[config.mk]
export PLATFORM = sky130hd
export DESIGN_NAME = rf_wb_scheduler
export DESIGN_NICKNAME = d
export VERILOG_FILES = /design/src/rtl/rf_wb_scheduler.sv
export SDC_FILE = /design/constraint.sdc
export NUM_CORES = 1
export LEC_CHECK = 0
export ABC_AREA = 1
export BUFFER_PORTS_ARGS = -buffer_cell sky130_fd_sc_hd__buf_2
export CAP_MARGIN = 20
export CORE_AREA = 2 2 93 163
export DETAILED_ROUTE_END_ITERATION = 7
export DIE_AREA = 0 0 95 165
export HOLD_SLACK_MARGIN = 0.08
export PLACE_DENSITY = 0.79
export SYNTH_ARGS = -nofsm -noshare
export SYNTH_HDL_FRONTEND = slang
export SYNTH_SLANG_ARGS = --single-unit
[constraint.sdc]
create_clock -name clk -period 2.6 [get_ports clk]
set_input_delay 0.39 -clock clk [delete_from_list [all_inputs] [get_ports clk]]
set_output_delay 0.39 -clock clk [all_outputs]
set_load 0.02 [all_outputs]
[src/rtl/rf_wb_scheduler.sv]
// rf_wb_scheduler
//   Register-file writeback arbiter and issue scoreboard.
//   - One RF write port is shared by the pipeline WB (absolute priority) and
//     the multiply/divide unit WB (granted only when the pipeline is idle).
//   - Each register 1..31 keeps a 2-bit pending-write counter. Issue is held
//     off on a RAW hazard (unless covered by the same-cycle write bypass), on
//     counter saturation, or when the MDU WB has been starved too long.
// Ports
//   clk, rst_n                      clock, async active-low reset
//   issue_*_i / stall_o             decode-stage issue request and hold-off
//   pipe_wb_*_i                     pipeline WB request (never back-pressured)
//   mdu_wb_*_i / mdu_wb_ready_o     MDU WB request and grant
//   rf_we_o, rf_wa_o, rf_wd_o       register-file write port
//   flush_i                         clears all pending counters
//   busy_o                          per-register pending flag (registered)
module rf_wb_scheduler #(
  parameter int STARVE_LIMIT = 4
) (
  input  logic        clk,
  input  logic        rst_n,
  input  logic        issue_valid_i,
  input  logic [4:0]  issue_ra1_i,
  input  logic [4:0]  issue_ra2_i,
  input  logic        issue_use1_i,
  input  logic        issue_use2_i,
  input  logic        issue_wr_i,
  input  logic [4:0]  issue_wa_i,
  output logic        stall_o,
  input  logic        pipe_wb_valid_i,
  input  logic [4:0]  pipe_wb_wa_i,
  input  logic [31:0] pipe_wb_wd_i,
  input  logic        mdu_wb_valid_i,
  input  logic [4:0]  mdu_wb_wa_i,
  input  logic [31:0] mdu_wb_wd_i,
  output logic        mdu_wb_ready_o,
  output logic        rf_we_o,
  output logic [4:0]  rf_wa_o,
  output logic [31:0] rf_wd_o,
  input  logic        flush_i,
  output logic [31:0] busy_o
);

  localparam logic [3:0] LP_LIMIT = 4'(STARVE_LIMIT);

  logic [1:0]  r_cnt [32];
  logic [3:0]  r_starve;

  logic [1:0]  w_cnt_nxt [32];
  logic [3:0]  w_starve_nxt;
  logic        w_mdu_grant;
  logic        w_src1_busy;
  logic        w_src2_busy;
  logic        w_dst_full;
  logic        w_starved;
  logic        w_accept;
  logic [31:0] w_inc_vec;
  logic [31:0] w_dec_vec;

  // Write-port arbitration
  assign w_mdu_grant    = mdu_wb_valid_i & ~pipe_wb_valid_i;
  assign mdu_wb_ready_o = w_mdu_grant;

  always_comb begin
    rf_we_o = 1'b0;
    rf_wa_o = '0;
    rf_wd_o = '0;
    if (pipe_wb_valid_i) begin
      rf_we_o = 1'b1;
      rf_wa_o = pipe_wb_wa_i;
      rf_wd_o = pipe_wb_wd_i;
    end else if (w_mdu_grant) begin
      rf_we_o = 1'b1;
      rf_wa_o = mdu_wb_wa_i;
      rf_wd_o = mdu_wb_wd_i;
    end
  end

  // A source with exactly one pending write that is being committed this
  // cycle is satisfied by the RF read-after-write bypass.
  function automatic logic src_busy(input logic en, input logic [4:0] a);
    logic pend;
    logic bypass;
    pend   = en && (a != 5'd0) && (r_cnt[a] != 2'd0);
    bypass = rf_we_o && (rf_wa_o == a) && (r_cnt[a] == 2'd1);
    return pend && !bypass;
  endfunction

  assign w_src1_busy = src_busy(issue_use1_i, issue_ra1_i);
  assign w_src2_busy = src_busy(issue_use2_i, issue_ra2_i);
  assign w_dst_full  = issue_wr_i && (issue_wa_i != 5'd0) && (r_cnt[issue_wa_i] == 2'd3);
  assign w_starved   = (r_starve >= LP_LIMIT);

  assign stall_o  = issue_valid_i & (w_src1_busy | w_src2_busy | w_dst_full | w_starved);
  assign w_accept = issue_valid_i & ~stall_o;

  assign w_inc_vec = (w_accept && issue_wr_i) ? (32'd1 << issue_wa_i) : 32'd0;
  assign w_dec_vec = rf_we_o ? (32'd1 << rf_wa_o) : 32'd0;

  // Register 0 never holds a count; flush wins over any inc/dec.
  always_comb begin
    for (int r = 0; r < 32; r++) begin
      w_cnt_nxt[r] = r_cnt[r];
      if (r == 0 || flush_i) begin
        w_cnt_nxt[r] = 2'd0;
      end else if (w_inc_vec[r] && !w_dec_vec[r]) begin
        w_cnt_nxt[r] = r_cnt[r] + 2'd1;
      end else if (w_dec_vec[r] && !w_inc_vec[r] && (r_cnt[r] != 2'd0)) begin
        w_cnt_nxt[r] = r_cnt[r] - 2'd1;
      end
    end
  end

  always_comb begin
    w_starve_nxt = 4'd0;
    if (mdu_wb_valid_i && !w_mdu_grant) begin
      w_starve_nxt = (r_starve == 4'd15) ? 4'd15 : r_starve + 4'd1;
    end
  end

  always_ff @(posedge clk or negedge rst_n) begin
    if (!rst_n) begin
      for (int r = 0; r < 32; r++) begin
        r_cnt[r] <= 2'd0;
      end
      r_starve <= 4'd0;
    end else begin
      for (int r = 0; r < 32; r++) begin
        r_cnt[r] <= w_cnt_nxt[r];
      end
      r_starve <= w_starve_nxt;
    end
  end

  always_comb begin
    busy_o = '0;
    for (int r = 1; r < 32; r++) begin
      busy_o[r] = (r_cnt[r] != 2'd0);
    end
  end

endmodule
* Word level (Yosys, flattened, before mapping)
Cells that the tools add are included.
** Word-level totals
- Output and inout port bits :: 72
- Input port bits :: 98
- Word-level logic and storage cells :: 469
- Flip-flop bits (word level) :: 66
** Operators by class
- Bitwise operators :: 11
- Add/sub/neg operators :: 63
- Reductions and logical operators :: 239
- Order comparisons :: 4
- Mux-type cells :: 112
- Equal/unequal tests :: 6
- Shift-type cells :: 2
** Operators by type and width (number)
- 2-bit 2-to-1 mux :: 99
- 32-bit 2-to-1 mux :: 4
- 1-bit logical AND :: 107
- 3-bit nonzero test :: 31
- 2-bit nonzero test :: 33
- 1-bit logical NOT :: 65
- 1-bit by 5-bit << shifter with 32-bit output (first input constant) :: 2
- 2-bit by 1-bit adder with 2-bit output (second input constant) :: 31
- 2-bit by 1-bit subtractor with 2-bit output (second input constant) :: 31
- 2-bit binary-select mux with 5-bit select :: 3
- 6-bit >= comparator (second input constant) :: 3
- 5-bit NOT with 6-bit output :: 3
- 5-bit nonzero test :: 3
- 5-bit equality test :: 2
- 5-bit 2-to-1 mux :: 2
- 4-bit 2-to-1 mux :: 2
- 4-bit by 1-bit adder with 4-bit output (second input constant) :: 1
- 2-bit by 1-bit equality test with 1-bit output (second input constant) :: 2
- 4-bit equality test (second input constant) :: 1
- 4-bit by 3-bit >= comparator with 1-bit output (second input constant) :: 1
- 1-bit AND :: 3
- 1-bit OR :: 3
- 2-bit equality test (second input constant) :: 1
- 1-bit 2-to-1 mux :: 2
- 1-bit NOT :: 2

* Logic depth before layout (Yosys ltp)
Gate-level depths: netlist of the first run.
- Depth in word-level cells :: 23
- Gate-level depth with buffers :: 21

* Worst setup path before layout of the first run
OpenSTA, ideal clock, no wires.
- Path type :: input to output
- Start point :: in issue_wa_i[0]
- End point :: out stall_o
- Buffers on the path :: 3
- Data arrival time :: 1940 ps
- Cell stages on the path :: 15
- Setup slack :: 270 ps
- Path through :: buf_2 nand2_1 buf_4 nor2_1 nor2_1 nand2_1 nand3_1 nand2_1 nand2_1 nand3_1 nand3_1 nand2_2 nor2_8 buf_6 nor2_1
** Between the ends
- Word-level cells in the longest chain between the ends :: 9
- Elaborated cells between the ends (all ways) :: 11
- Classes of those cells :: eq/ne (1); mux (3); bitwise (4); reduce/logical (3)
** RTL lines
- start: declaration :: line 27 : input logic [4:0] issue_wa_i,
- 5-bit NOT with 6-bit output (not written as such) :: line 90 : assign w_dst_full = issue_wr_i && (issue_wa_i != 5'd0) && (r_cnt[issue_wa_i] == 2'd3);
- 2-bit binary-select mux with 5-bit select :: line 90
- 2-bit 2-to-1 mux (not written as such) (2 in series) :: line 90
- 2-bit equality test :: line 90
- 1-bit logical AND (*) :: line 90
- 1-bit OR (*) (2 in series) :: line 93 : assign stall_o = issue_valid_i & (w_src1_busy | w_src2_busy | w_dst_full | w_starved);
- 1-bit AND (*) :: line 93
- end: declaration :: line 28 : output logic stall_o,
Every way passes the cells marked *; elsewhere a longest branch is shown, timed or not. The select of a mux whose other input is x is not followed.

* Final worst setup path of the first run
- Start point :: reg r_cnt[5] in the netlist's numbering
- End point :: out stall_o
** Between the ends
- Word-level cells in the longest chain between the ends :: 11
- Elaborated cells between the ends (all ways) :: 27
- Classes of those cells :: eq/ne (3); mux (9); bitwise (4); reduce/logical (11)
** RTL lines
- start: declaration :: line 45 : logic [1:0] r_cnt [32];
- start signal: indexed assignment :: line 128 : r_cnt[r] <= w_cnt_nxt[r];
- 2-bit binary-select mux with 5-bit select :: line 83, 84
- 2-bit 2-to-1 mux (not written as such) (2 in series) :: line 83, 84
- 2-bit by 1-bit equality test with 1-bit output :: line 84 : bypass = rf_we_o && (rf_wa_o == a) && (r_cnt[a] == 2'd1);
- 1-bit logical AND :: line 84
- 1-bit logical NOT :: line 85 : return pend && !bypass;
- 1-bit logical AND :: line 85
- 1-bit OR :: line 93
- 1-bit OR (*) (2 in series) :: line 93
- 1-bit AND (*) :: line 93
Marked as above.

==> impl_summary.txt, run 1 <==
----------------------------------------------------
[Power]
  Power per cell area ... 499.6 nW/um^2
  Leakage dissipation ... 4.980 nW
  Maximum VDD drop ... 0.3833 mV

[Setup path]
  Top fanout value on the critical path ... 5
  Startpoint Class ... flip-flop
  Category of the critical setup timing path ... reg -> out
  Arrival time of the worst setup path ... 2.13 ns
  Number of cells traversed by the worst register-to-register path ... 18
  Nature of the critical path endpoint ... output port
  Flop-to-flop setup slack ... 0.16 ns
  Critical R2R Capture ... r_cnt[11]
  Data required time at the worst endpoint ... 2.21 ns
  Worst R2R Start ... r_cnt[5]

[Synth]
  Post-synthesis sequential area ratio ... 21.30%
  Cell area after synthesis ... 7752 um^2
  Count of flip-flops with a built-in enable after synthesis ... 0
  Synth Instances ... 1,413
  Count of distinct cell types in the synthesized netlist ... 33
  Yosys warnings ... 0
  Syn Nets ... 1,512
  Flop and latch count out of synthesis ... 66
  Post-synthesis area per instance ... 5.487 um^2
  Post-synth ARST share ... 100.0%
  Commonest register cell after synthesis ... sky130_fd_sc_hd__dfrtp_1

[Route]
  Initial DRC Count ... 1,203
  Per-cell routed wire length ... 17.55 um
  Count of unresolved DRC violations after routing ... 0
  Total routed wirelength ... 31,030 um
  Post-DR vias/cell ... 5.975
  Detailed-route via count ... 10,564
  Router iterations before antenna repair ... 6
  Final ANT Viol Nets ... 0

[CTS]
  Number of buffers on the longest clock path ... 2
  Clock buffers created by TritonCTS ... 9
  Clock transition at the register clock pins on the worst setup and hold paths after CTS ... 0.06 ns
  CTS tree ... yes
  Clock latency on the worst-skew pair ... 0.35 ns
  Clk sinks ... 66
  H-Tree Depth ... 3
  CTS Root Buffer Type ... sky130_fd_sc_hd__clkbuf_16

[Die]
  Area of the die ... 15,680 um^2
  Core Footprint ... 14,300 um^2
  Standard-cell rows ... 58
  Horizontal die dimension ... 95 um
  Number of top-level pins ... 170
  DIE HEIGHT ... 165 um
  Effective utilization at floorplan ... 54.23%

[Cells and area]
  Antenna cell count ... 0
  Layout filler cell count ... 1,377
  Net count reported at finish ... 1,682
  Fraction of layout instances using a drive strength above 1 ... 18.39%
  Post-layout util ... 65.45%
  Final instance area ... 9356 um^2
  Synthesis-to-finish area growth ... 20.69%

[Timing]
  Final worst path period need ... 2.516 ns
  Maximum frequency from static timing analysis ... 397.4 MHz
  Max_slew headroom ... 57.57%
  Worst clock skew ... 0.007099 ns
  Max-slew violation count ... 0
  Setup-violating endpoint count in the final report ... 0
  Transition time at the pin with the least slew margin ... 0.6306 ns
  Fin. Hold Viols ... 0
  Final worst path period share ... 96.79%

[Hold path]
  Endpoint, Worst Hold ... r_starve[1]
  Type of the most critical hold path ... in -> reg
  Origin of the worst min-delay path ... mdu_wb_valid_i
  Number of stages on the worst hold path ... 3

[Placed design]
  Detailed placement HPWL ... 23,180 um
  Placer congestion estimate ... 1.082
  Post-Place Cell Area ... 8946 um^2
  Number of buffers inserted by port buffering ... 168

[Run]
  Max Cap Viol ... 0

[Global route]
  Number of antenna violations at the first check in global routing ... 0
  Largest net degree at the start of global routing ... 88
  Number of global-route vias before repair ... 9,564
  Global route total overflow ... 0
  GR Util All Layers ... 39.33%
  First-pass GRT wire length ... 47,390 um

[Status]
  Status ... completed

----------------------------------------------------
-- registers in the layout, indices dropped and copies added (netlist names) --
| name | cells |
|---|---|
| r_cnt | 62 |
| r_starve | 4 |
-- cells by family after synthesis --
| logic type | Yosys count | share of synthesized area, % |
|---|---|---|
| buffers and inverters | 244 | 13.33 |
| other | 1 | 0.04837 |
| AND/OR/NAND/NOR | 1016 | 57.31 |
| adder cells (fa/ha/maj) | 1 | 0.1614 |
| flip-flops | 66 | 21.30 |
| AO/OA/AOI/OAI | 85 | 7.844 |
-- critical path: stages, from the launching register on --
cell and delay, ns:
sky130_fd_sc_hd__dfrtp_1 0.42, sky130_fd_sc_hd__inv_2 0.14, sky130_fd_sc_hd__a21oi_1 0.07, sky130_fd_sc_hd__o21ai_0 0.10, sky130_fd_sc_hd__nand3_1 0.15, sky130_fd_sc_hd__nand3_1 0.12, sky130_fd_sc_hd__nand3_1 0.08, sky130_fd_sc_hd__nand2_1 0.06
sky130_fd_sc_hd__nand2_1 0.06, sky130_fd_sc_hd__nand2_2 0.09, sky130_fd_sc_hd__nand2_2 0.11, sky130_fd_sc_hd__nor2_8 0.20, sky130_fd_sc_hd__nor2_4 0.05, sky130_fd_sc_hd__buf_6 0.12
-- cells in the mapped netlist, drive strengths merged, types with 13 or more instances --
cell    instances  area [um^2]
buf            45        286.5
nor2          248        957.2
nor3           14        70.07
a21oi          13        65.06
dfrtp          66         1652
o21ai          15        75.07
nand2         406         1551
inv           173        649.4
nand3         278         1426
nand4          65        406.6
o211ai         20        150.1
clkbuf         21        78.83
a22o           32        280.3
-- cell type report --
class | instances | area, um^2 | area share [%]
clock inverters | 4 | 51.30 | 0.5483
inverters | 178 | 674.4 | 7.208
repair buffers | 225 | 1420 | 15.18
flip-flops and latches | 66 | 1657 | 17.71
well taps | 180 | 225.2 | 2.407
multi-input cells | 1103 | 5082 | 54.32
clock buffers | 12 | 246.5 | 2.634
-- report_power, final --
| group | switching [W] | internal, W | leakage (nW) |
|---|---|---|---|
| logic | 0.00129 | 0.000677 | 4.00 |
| clock network | 0.000490 | 0.000769 | 0.143 |
| registers | 0.000275 | 0.00117 | 0.841 |
-- stage by stage --
step / TNS [ns] / setup slack (ns) / hold slack (ns) / power, W / instances
2_1_floorplan: 0 / 0.2701 / 0.09441 / 0.002608 / 1413
3_3_place_gp: 0 / 0.04136 / 0.4167 / 0.003266 / 1744
3_5_place_dp: 0 / 0.002425 / 0.4221 / 0.003302 / 1744
4_1_cts: 0 / 0.01053 / 0.4370 / 0.004554 / 1761
5_1_grt: -0.05734 / -0.02990 / 0.4918 / 0.004924 / 1768
6_report: 0 / 0.08353 / 0.4444 / 0.004674 / 1768
-- repair_timing --
| item | 4_1_cts | 5_1_grt |
|---|---|---|
| endpoints found under the setup margin | 0 | 21 |
| hold buffers | 1 | 0 |
| gates resized for setup | 0 | 27 |
| endpoints found under the hold margin | 20 | 0 |
| setup buffers | 0 | 6 |
-- layer usage --
metal	part of all wire [%]	vias up	global-route usage [%]
li1	-	4944	-
met1	34	4747	43.95
met2	45	666	59.86
met3	10	207	12.00
met4	10	0	33.60
met5	0	-	0
-- cells in the final DEF (no fill, tap or decap), drive strengths merged --
master and count:
nand2 406, nand3 278, nor2 248, buf 223, inv 173, dfrtp 66
nand4 65, a22o 32, o211ai 20, o21ai 15, nor3 14, a21oi 13
clkbuf 13, clkinv 6, nor4 4, a211oi 2, clkinvlp 2, or2 1
a31oi 1, o41ai 1, a21boi 1, ha 1, conb 1, bufinv 1
dlygate4sd3 1
-- worst max-delay path by stage --
| stage | endpoint | from | cells after the start | slack (ns) |
|---|---|---|---|---|
| floorplan | stall_o | issue_wa_i[0] | 15 | 0.27 |
| global placement | r_cnt[47] | pipe_wb_valid_i | 20 | 0.04 |
| detailed placement | r_cnt[47] | pipe_wb_valid_i | 20 | 0.002 |
| CTS | stall_o | issue_wa_i[1] | 14 | 0.01 |
| global route | stall_o | r_cnt[41] | 13 | -0.03 |
| finish | stall_o | r_cnt[5] | 13 | 0.08 |
(Power assumes the default switching activity.)
==> inputs of run 2 (changes only) <==
--- a/config.mk
+++ b/config.mk
@@ -8,11 +8,13 @@
 export ABC_AREA = 1
 export BUFFER_PORTS_ARGS = -buffer_cell sky130_fd_sc_hd__buf_2
 export CAP_MARGIN = 20
-export CORE_AREA = 2 2 93 163
+export CELL_PAD_IN_SITES_DETAIL_PLACEMENT = 1
+export CELL_PAD_IN_SITES_GLOBAL_PLACEMENT = 1
+export CORE_AREA = 2 2 113 197
 export DETAILED_ROUTE_END_ITERATION = 7
-export DIE_AREA = 0 0 95 165
+export DIE_AREA = 0 0 115 199
 export HOLD_SLACK_MARGIN = 0.08
-export PLACE_DENSITY = 0.79
+export PLACE_DENSITY_LB_ADDON = 0.1
 export SYNTH_ARGS = -nofsm -noshare
 export SYNTH_HDL_FRONTEND = slang
 export SYNTH_SLANG_ARGS = --single-unit
==> run 2 against run 1 <==
Net effect: final area rose by 2.1%; total power increased by 1.8%; via count fell by 2.0%; clock skew increased by 0.00088 ns; utilization down 21 points; die area increased by 46%; first-iteration DRC count is 53% lower; setup slack better by 0.0094 ns; clock-buffer cell count unchanged; cell count increased by 4.9%; maximum frequency grew 0.38%; critical path type unchanged; critical endpoint unchanged; largest cell class unchanged.
==> impl_summary.txt, run 2 (same netlist as run 1, synthesis figures left out) <==
----------------------------------------------------
[Status]
  Status ... completed

[Route]
  Met1 wire length ... 13,790 um (+29%)
  Final ANT Viol Nets ... 0 (unchanged)
  DR WL met2 ... 18,200 um (+30%)
  Amount of wire on met3 after detailed routing ... 1182 um (-63%)
  Post-DR vias/cell ... 5.583 (-6.6%)
  Total routed wirelength ... 35,800 um (+15%)
  Router iterations before antenna repair ... 5 (-1)
  Initial DRC Count ... 560 (-53%)
  Detailed-route via count ... 10,351 (-2.0%)
  Count of unresolved DRC violations after routing ... 0 (unchanged)
  Per-cell routed wire length ... 19.31 um (+10%)
  Top routing layer in use ... met4

[CTS]
  Clock buffers created by TritonCTS ... 9 (unchanged)
  Clock latency on the worst-skew pair ... 0.36 ns (about the same)
  CTS Root Buffer Type ... sky130_fd_sc_hd__clkbuf_16
  Clock transition at the register clock pins on the worst setup and hold paths after CTS ... 0.06 ns (about the same)
  Clk sinks ... 66 (unchanged)
  Number of buffers on the longest clock path ... 2 (unchanged)
  H-Tree Depth ... 3 (unchanged)
  CTS tree ... yes

[Die]
  Area of the die ... 22,890 um^2 (+46%)
  Core Footprint ... 21,320 um^2 (+49%)
  Effective utilization at floorplan ... 36.36% (-18 points)
  Number of top-level pins ... 170 (unchanged)
  DIE HEIGHT ... 199 um (+21%)
  Standard-cell rows ... 71 (+22%)
  Horizontal die dimension ... 115 um (+21%)

[Cells and area]
  Net count reported at finish ... 1,695 (+0.77%)
  Synthesis-to-finish area growth ... 23.19%
  Number of flip-flops under the largest register name ... 62 (unchanged)
  Register ranked first by flip-flop count ... r_cnt
  Commonest non-fill, non-tap cell in the layout ... sky130_fd_sc_hd__nand2_1
  Antenna cell count ... 0 (unchanged)
  Top Registers ... r_cnt: 62 flops, r_starve: 4 flops
  Fraction of layout instances using a drive strength above 1 ... 20.45% (+2.1 points)
  Most frequent cells in the layout ... sky130_fd_sc_hd__nand2_1 (395), sky130_fd_sc_hd__nand3_1 (268), sky130_fd_sc_hd__nor2_1 (242)
  Final instance area ... 9550 um^2 (+2.1%)
  Post-layout util ... 44.79% (-21 points)

[Power]
  Sequential Power Share ... 30.4% (-0.5 points)
  Sw Pwr ... 0.002126 W (+3.3%)
  Proportion of power drawn by combinational gates ... 43.0% (+0.8 points)
  Maximum VDD drop ... 0.3706 mV (-3.3%)
  Leakage dissipation ... 5.028 nW (+0.98%)
  Cell internal pwr ... 0.002632 W (+0.67%)
  Switching Fraction ... 44.68% (+0.63 points)
  Power per cell area ... 498.3 nW/um^2 (-0.26%)
  Share of power burned in the clock network ... 26.6% (-0.3 points)

[Placed design]
  Detailed placement HPWL ... 28,350 um (+22%)
  Number of buffers inserted by port buffering ... 168 (unchanged)
  Post-Place Cell Area ... 9120 um^2 (+1.9%)
  DP Worst Slack ... -0.05439 ns (-0.05682 ns)
  Placer congestion estimate ... 0.9748 (-9.9%)

[Setup path]
  Sequence of cells on the critical path ... inv_1, nand2_1, o211ai_1, nand3_1, nand3_2, nand3_1, nand2_1, nand2_1, nand2_2, nand2_2, nor2_8, nor2_2, buf_4
  Data required time at the worst endpoint ... 2.21 ns (about the same)
  Startpoint Class ... flip-flop
  Most frequent cell on the critical path ... sky130_fd_sc_hd__nand2_1
  Arrival time of the worst setup path ... 2.12 ns (about the same)
  Largest incremental delay on the critical path ... 0.49 ns (+0.07 ns)
  Slowest library cell on the worst path ... sky130_fd_sc_hd__dfrtp_1
  Category of the critical setup timing path ... reg -> out
  Number of cells traversed by the worst register-to-register path ... 17 (-1)
  Top fanout value on the critical path ... 5 (unchanged)
  Nature of the critical path endpoint ... output port

[Timing]
  Final worst path period share ... 96.43% (-0.36 points)
  Setup-violating endpoint count in the final report ... 0 (unchanged)
  Fin. Hold Viols ... 0 (unchanged)
  Maximum frequency from static timing analysis ... 398.9 MHz (+0.38%)
  Total negative slack ... 0 ns (unchanged)
  Max-slew violation count ... 0 (unchanged)
  Worst clock skew ... 0.007975 ns (+0.0008766 ns)
  Final critical-path setup slack ... 0.09295 ns (+0.009419 ns)
  Final worst path period need ... 2.507 ns (-0.009419 ns)

[Global route]
  First-pass GRT wire length ... 54,540 um (+15%)
  Number of global-route vias before repair ... 10,336 (+8.1%)
  Largest net degree at the start of global routing ... 67 (-24%)
  GR Util All Layers ... 31.09% (-8.2 points)
  Global route total overflow ... 0 (unchanged)
  Number of antenna violations at the first check in global routing ... 0 (unchanged)

[Run]
  Max Cap Viol ... 0 (unchanged)

[Hold path]
  Number of stages on the worst hold path ... 3 (unchanged)
  Type of the most critical hold path ... in -> reg

----------------------------------------------------
-- run 2: cell types whose count changed in the layout (fill, tap and decap cells not counted), sizes merged --
cell | previous run | this run
buf | 223 | 236
clkinv | 6 | 5
clkinvlp | 2 | 0
inv | 173 | 174
-- run 2: per-layer routing --
| layer | up-vias | GRT usage (%) |
|---|---|---|
| met3 | 115 | 3.748 |
| met4 | 0 | 21.11 |
| met1 | 5006 | 34.58 |
| li1 | 4957 | - |
| met5 | - | 0 |
| met2 | 273 | 54.42 |
-- run 2: metrics by stage --
stage                     total power, W  hold WS (ns)  instances
final                           0.004759        0.4540       1854
after global routing            0.005040        0.4809       1854
after CTS                       0.004714        0.4484       1843
after detailed placement        0.003429        0.4580       1828
after global placement          0.003391        0.4586       1828
after floorplan                 0.002608       0.09441       1413
-- run 2: repair_timing --
item | 4_1_cts | 5_1_grt
pin swaps | 0 | 8
endpoints found under the setup margin | 1 | 22
buffers inserted | 0 | 11
gates resized for setup | 5 | 46
endpoints found under the hold margin | 6 | 0
hold buffers | 1 | 0
-- run 2: final cells by class --
type                    instances  area, um^2
clock buffers                  12       246.5
flip-flops and latches         66        1667
multi-input cells            1103        5095
well taps                     255       319.1
clock inverters                 2       38.79
repair buffers                238        1511
inverters                     178       673.1
fillers                      3063       11770
-- run 2: power groups by stage --
stage                     logic, W  registers [W]  clock network [W]
final                      0.00205        0.00145            0.00126
after global routing       0.00226        0.00146            0.00132
after CTS                  0.00200        0.00143            0.00129
after detailed placement   0.00199        0.00144                  0
after global placement     0.00195        0.00144                  0
after floorplan            0.00128        0.00133                  0
-- run 2: critical path: cells and delay by family (launching register included) --
family,cells,cell delay [ns]
compound gates,1,0.08
buf+inv,2,0.29
flops,1,0.49
simple gates,10,0.90
-- run 2: worst paths after layout --
check,endpoint,slack (ns),startpoint
setup / recovery,stall_o,0.09,r_cnt[9]
hold / removal,r_starve[1],0.45,mdu_wb_valid_i
setup reg to reg,r_cnt[57],0.25,r_cnt[9]
hold reg to reg,r_starve[0],0.50,r_starve[0]
max in group asynchronous,r_cnt[12],1.66,rst_n
min in group asynchronous,r_cnt[41],0.60,rst_n
